`config.mk`:
```
export PLATFORM = sky130hd
export DESIGN_NAME = centroid_accumulator_k3_d3
export DESIGN_NICKNAME = d
export VERILOG_FILES = /design/src/rtl/centroid_accumulator_k3_d3.sv
export SDC_FILE = /design/constraint.sdc
export NUM_CORES = 1
export LEC_CHECK = 0
export CORE_ASPECT_RATIO = 0.75
export CORE_MARGIN = 2
export CORE_UTILIZATION = 30
export CTS_CLUSTER_DIAMETER = 30
export DETAILED_ROUTE_END_ITERATION = 8
export GPL_TIMING_DRIVEN = 0
export SLEW_MARGIN = 30
export SYNTH_ARGS = -nofsm -noshare
export SYNTH_HDL_FRONTEND = slang
export SYNTH_SLANG_ARGS = --single-unit
```
`constraint.sdc`:
```
create_clock -name clk -period 2.55 [get_ports clk]
set_input_delay 0.255 -clock clk [delete_from_list [all_inputs] [get_ports clk]]
set_output_delay 0.255 -clock clk [all_outputs]
set_load 0.1 [all_outputs]
```
`src/rtl/centroid_accumulator_k3_d3.sv`:
```
// Streaming k-means centroid accumulator: three centroids by three dimensions.
// Accumulates per-centroid sums and counts, then drains one record per centroid on flush.
module centroid_accumulator_k3_d3 #(
   parameter int input_data_width = 16,
   parameter int acc_width        = 32,
   parameter int count_width      = 32
) (
   input  logic                        clk,
   input  logic                        rst_n,
   input  logic                        in_valid,
   input  logic [input_data_width-1:0] input_data0,
   input  logic [input_data_width-1:0] input_data1,
   input  logic [input_data_width-1:0] input_data2,
   input  logic [1:0]                  selected_centroid,
   input  logic                        flush,
   output logic                        busy,
   output logic                        out_valid,
   input  logic                        out_ready,
   output logic [1:0]                  out_centroid,
   output logic [acc_width-1:0]        out_sum0,
   output logic [acc_width-1:0]        out_sum1,
   output logic [acc_width-1:0]        out_sum2,
   output logic [count_width-1:0]      out_count,
   output logic                        done,
   output logic                        dropped
);

   localparam logic [0:0] ACCUM = 1'b0;
   localparam logic [0:0] DRAIN = 1'b1;

   logic [0:0]             state;
   logic [1:0]             k;
   logic [acc_width-1:0]   sum   [0:2][0:2];
   logic [count_width-1:0] count [0:2];
   logic [acc_width-1:0]   din   [0:2];

   logic in_accum;
   logic accept;
   logic discard;
   logic transfer;
   logic last_transfer;

   always_comb begin
      din[0] = acc_width'(input_data0);
      din[1] = acc_width'(input_data1);
      din[2] = acc_width'(input_data2);
   end

   // Index 3 is never a real centroid, and nothing is taken in while draining.
   assign in_accum      = (state == ACCUM);
   assign accept        = in_accum && in_valid && (selected_centroid != 2'd3);
   assign discard       = in_valid && (!in_accum || (selected_centroid == 2'd3));
   assign transfer      = !in_accum && out_ready;
   assign last_transfer = transfer && (k == 2'd2);

   // A sample arriving with the flush still lands before the drain starts.
   always_ff @(posedge clk or negedge rst_n) begin
      if (!rst_n) begin
         for (int c = 0; c < 3; c++) begin
            count[c] <= '0;
            for (int d = 0; d < 3; d++) sum[c][d] <= '0;
         end
      end else if (last_transfer) begin
         for (int c = 0; c < 3; c++) begin
            count[c] <= '0;
            for (int d = 0; d < 3; d++) sum[c][d] <= '0;
         end
      end else if (accept) begin
         for (int c = 0; c < 3; c++) begin
            if (selected_centroid == c[1:0]) begin
               for (int d = 0; d < 3; d++) sum[c][d] <= sum[c][d] + din[d];
               if (count[c] != '1) count[c] <= count[c] + count_width'(1);
            end
         end
      end
   end

   always_ff @(posedge clk or negedge rst_n) begin
      if (!rst_n) begin
         state <= ACCUM;
         k     <= 2'd0;
      end else if (in_accum) begin
         if (flush) begin
            state <= DRAIN;
            k     <= 2'd0;
         end
      end else if (transfer) begin
         if (k == 2'd2) begin
            state <= ACCUM;
            k     <= 2'd0;
         end else begin
            k <= k + 2'd1;
         end
      end
   end

   // A discard on the flush edge itself must survive the clear.
   always_ff @(posedge clk or negedge rst_n) begin
      if (!rst_n) begin
         done    <= 1'b0;
         dropped <= 1'b0;
      end else begin
         done <= last_transfer;
         if (in_accum && flush) dropped <= discard;
         else if (discard)      dropped <= 1'b1;
      end
   end

   assign busy      = !in_accum;
   assign out_valid = !in_accum;

   always_comb begin
      out_centroid = 2'd0;
      out_sum0     = '0;
      out_sum1     = '0;
      out_sum2     = '0;
      out_count    = '0;
      if (out_valid) begin
         out_centroid = k;
         case (k)
            2'd0: begin
               out_sum0  = sum[0][0];
               out_sum1  = sum[0][1];
               out_sum2  = sum[0][2];
               out_count = count[0];
            end
            2'd1: begin
               out_sum0  = sum[1][0];
               out_sum1  = sum[1][1];
               out_sum2  = sum[1][2];
               out_count = count[1];
            end
            2'd2: begin
               out_sum0  = sum[2][0];
               out_sum1  = sum[2][1];
               out_sum2  = sum[2][2];
               out_count = count[2];
            end
            default: begin
               out_sum0  = '0;
               out_sum1  = '0;
               out_sum2  = '0;
               out_count = '0;
            end
         endcase
      end
   end

endmodule

```
=== Word-level counts from Yosys, hierarchy flattened ===
Index checks and enable logic that the tools add are counted.

* Register bits after elaboration: 389
* Output and inout port bits: 134
* Input bits: 55
* Word-level logic and storage cells: 97

* Bitwise gates (word level): 1
* Eq/ne operators: 10
* Mux-type cells: 32
* Add/sub/neg operators: 13
* Reduce and logical (&&, ||, !) cells: 25

{| class="wikitable"
|+ Operator list
! operator !! number
|-
| 2-to-1 mux 288 bit || 2
|-
| 2-to-1 mux 96 bit || 5
|-
| one-hot mux 32 bit (3 select lines) || 4
|-
| 2-to-1 mux 32 bit || 10
|-
| adder 32 x 16 -> 32 bit || 9
|-
| adder 32 x 1 -> 32 bit (second input constant) || 3
|-
| != test 32 bit (second input constant) || 3
|-
| nonzero test 2 bit || 9
|-
| 2-to-1 mux 2 bit || 5
|-
| AND reduction 3 bit || 3
|-
| AND reduction 2 bit || 4
|-
| == test 2 bit (second input constant) || 3
|-
| logical AND 1 bit || 6
|-
| 2-to-1 mux 1 bit || 6
|-
| == test 2 x 1 -> 1 bit (second input constant) || 2
|-
| zero test 2 bit || 2
|-
| adder 2 x 1 -> 2 bit (second input constant) || 1
|-
| != test 2 x 1 -> 1 bit (second input constant) || 1
|-
| != test 2 bit (second input constant) || 1
|-
| logical OR 1 bit || 1
|-
| inverter 1 bit || 1
|}

=== Logic depth before layout (Yosys ltp) ===
* Depth after elaboration: 5
* Gate-level depth with buffers: 10
* Gate-level depth less buffers: 9

=== Worst setup path before layout ===
No wires, ideal clock.

* Path kind: reg2out
* Start point: register state (netlist: busy)
* End point: output port out_count[10]
* Data arrival time: 2,649 ps
* Path slack: -354 ps
* Stages on the path, launching flop included: 5
* Path through: dfrtp_1 -> clkbuf_1 -> clkbuf_1 -> clkbuf_1 -> and2_1

* Word-level cells in the longest chain between the ends: 1

{| class="wikitable"
|+ RTL lines
! item !! RTL line !! text
|-
| start: declaration || 31 || <nowiki>logic [0:0] state;</nowiki>
|-
| start signal: assignment || 80 || <nowiki>state <= ACCUM;</nowiki>
|-
| start signal: assignment || 84 || <nowiki>state <= DRAIN;</nowiki>
|-
| start signal: assignment || 89 || <nowiki>state <= ACCUM;</nowiki>
|-
| 2-to-1 mux 32 bit || 118 || <nowiki>if (out_valid) begin</nowiki>
|-
| end: declaration || 23 || <nowiki>output logic [count_width-1:0] out_count,</nowiki>
|}

Every way passes these cells.

=== Worst setup path after layout ===
* Start point: register k[0]
* End point: output port out_sum0[17]

* Word-level cells in the longest chain between the ends: 3
* Elaborated cells between the ends (all ways): 5
* Classes of those cells: eq/ne (2); mux (2); reduce/logical (1)

{| class="wikitable"
|+ RTL lines
! item !! RTL line !! text
|-
| start: declaration || 32 || <nowiki>logic [1:0] k;</nowiki>
|-
| start signal: assignment || 92 || <nowiki>k <= k + 2'd1;</nowiki>
|-
| == test 2 bit, or another cell as far along || 120 || <nowiki>case (k)</nowiki>
|-
| one-hot mux 32 bit (3 select lines) (*) || 120 ||
|-
| 2-to-1 mux 32 bit (*) || 118 ||
|-
| end: declaration || 20 || <nowiki>output logic [acc_width-1:0] out_sum0,</nowiki>
|}

Every way passes the cells marked *; elsewhere a longest branch is shown, timed or not.

==> results.cfg <==
[finish]
fin_cells = 5106
fin_nets = 3998
finish.utilization = 0.446
area_delta_synth_final_pct = 47.9
drive_gt1_frac = 0.299
mostFrequentLayoutCell = dfrtp_1
fin_area_sq_um = 41500
n_antenna_cell = 0
layout_common_cells = dfrtp_1, nand2_1, nor2_1

[detailed_routing]
avgViaCountPerCell = 5.54
vias = 28310
drt_iter0_markers = 2558
ant_nets = 0
firstDrtPassIters = 6
drc_errors = 0
wire_per_inst_um = 22.1
routed_wl_um = 113000

[placement]
place_ws_ns = -2.07
post_dp_cell_area_sq_um = 31900
placed_cells = 4775
io_buffers = 188
hpwl_um = 80000
gp_congestion = 0.935

[die]
die_w_um = 357
num_rows = 97
io_pins = 189
core_area_sq_um = 93100
dieArea_sq_um = 96100
die_h_um = 269
start_util = 0.302

[clock_network]
root_buffer = clkbuf_16
clk_latency_ns = 0.67
cts_htree_levels = 3
clk_pin_slew_ns = 0.05
cts_buffers = 95
numClockSinks = 389
cts_buffer_depth = 3
cts_tree = yes

[power]
powerDensity_nw_per_um2 = 1110
static-leakage-power_nw = 18.8
fin_total_pwr_mw = 46.2
vdd_ir_drop_max_mv = 1.18

[logic_synthesis]
synth_flop_cell = dfrtp_1
synth.yosys.seq_area_share = 0.347
synthesis.nets = 3554
synth_edf_count = 0
ys_types = 90
syn_inst = 3343
synth-seq-cells = 389
avgSynthCellArea_sq_um = 8.40
synthTopCellsByArea = dfrtp_1, ha_1, mux2i_1
post_synth_instance_area_sq_um = 28100
yosys_warnings = 0
synthArstFlopShare = 1.00
netlist.area_leader.share = 0.347
yosysTopAreaCell = dfrtp_1

[global_routing]
grt_pass1_wl_um = 164000
grt_use_total = 0.224
antenna_found_initial = 3
grt_pass1_vias = 26582
grt_max_degree = 68
gr-total-overflow = 0

[critical_path]
crit_type = flip-flop to output port
worst_path_max_delay_cell = dfrtp_2
crit_chain = buf_6, nor2b_4, clkbuf_16, buf_16, clkbuf_16, nand2_2, o21ai_1, and2_4, buf_12
endpoint_kind = output port
cp_common_cell = clkbuf_16
ff2ff_path_depth = 10
critical_path_required_ns = 2.30
startpoint_type = flip-flop
max_stage_delay_ns = 0.43
rr_startpoint = sum[224]
cp_data_arrival_time_ns = 2.52
critPathMaxFanout = 8
rr_endpoint = sum[250]
cp.depth = 9
r2r_slack_ns = -0.20
path_delay_family = buffers and inverters
path_buf_inv = 5

[sta]
setup_violations = 131
hold_viol_final = 0
fin_ws_ns = -0.223
finalCritPeriodShare = 1.09
finalSetupTns_ns = -12.95
relSlewSlack = 0.347
fin_skew_ns = 0.0425
grt_setup_unrepaired = true
finalMaxSlewViolations = 0
fin_crit_ns = 2.77
hold_slack_ns = 0.0994
max_freq_ghz = 0.361
worst_pin_slew_ns = 0.976

[min_path]
hold_class = primary input to async pin

[run_status]
status = finished, violations left
violations = setup timing

[job]
maxCapViolCount = 0
-- cell type report --
type	count	area, sq um
clock buffers	121	2690
repair buffers	361	5020
plain buffers	142	1130
multi-input cells	2738	20600
inverters	60	228
flip-flops and latches	389	9740
well taps	1237	1550
clock inverters	58	614
fillers	8756	51600
-- layer usage --
metal / global-route usage / part of all wire / up-vias
li1: - / - / 12975
met1: 0.321 / 0.45 / 14001
met2: 0.331 / 0.43 / 1151
met3: 0.0554 / 0.091 / 181
met4: 0.0656 / 0.025 / 2
met5: 0 / 0.00012 / -
-- cells by family (layout without fill, tap and decap cells) --
kind of cell	count (synthesis)	after routing	synth area share
AO/OA/AOI/OAI	863	863	0.188
XOR/XNOR	225	225	0.0702
adder cells (fa/ha/maj)	156	156	0.0719
buffers and inverters	216	742	0.0296
flip-flops	389	389	0.347
multiplexers	175	175	0.0624
AND/OR/NAND/NOR	1319	1319	0.232
-- worst max path at each step --
stage,startpoint,endpoint
global route,k[0],out_sum0[19]
CTS,k[0],out_sum0[26]
detailed placement,k[1],out_sum1[12]
floorplan,k[1],out_count[10]
global placement,rst_n,busy
finish,k[0],out_sum0[17]
-- cell usage after synthesis, types with 16 or more instances --
| cell | n |
|---|---|
| nand2_1 | 412 |
| a211oi_1 | 23 |
| a31oi_1 | 18 |
| o31ai_1 | 18 |
| inv_1 | 59 |
| clkbuf_1 | 126 |
| o211ai_1 | 19 |
| nand4_1 | 63 |
| dfrtp_1 | 389 |
| nor3_1 | 57 |
| and2_1 | 139 |
| nor4_1 | 18 |
| xor2_1 | 97 |
| nand3_1 | 189 |
| buf_1 | 22 |
| o21bai_1 | 16 |
| xnor2_1 | 128 |
| mux2i_1 | 174 |
| a21o_1 | 77 |
| nand2b_1 | 33 |
| a21oi_1 | 195 |
| o21ai_1 | 31 |
| and3_1 | 46 |
| o21a_1 | 28 |
| nor2_1 | 235 |
| o21ai_0 | 330 |
| or3_1 | 46 |
| ha_1 | 147 |
-- repair_timing --
item | in CTS | in global routing
pin swaps | 115 | 170
setup endpoints to repair | 490 | 372
cloned | 12 | 4
buffers inserted | 65 | 94
gates resized for setup | 1746 | 522
hold buffers | 1 | 0
endpoints found under the hold margin | 218 | 0
-- registers in the layout, summed over array words and instances, names as in the netlist --
register and count:
sum 288, count 96, k 2, busy 1
done 1, dropped 1
-- power breakdown --
part | internal [mW] | leakage, nW | total [mW] | switching [mW]
combinational | 10.1 | 11.8 | 25.0 | 14.9
clock | 8.42 | 1.61 | 12.6 | 4.15
sequential | 7.26 | 5.36 | 8.62 | 1.36
total | 25.8 | 18.8 | 46.2 | 20.4
Note: power is estimated with default switching activity, not from simulation.
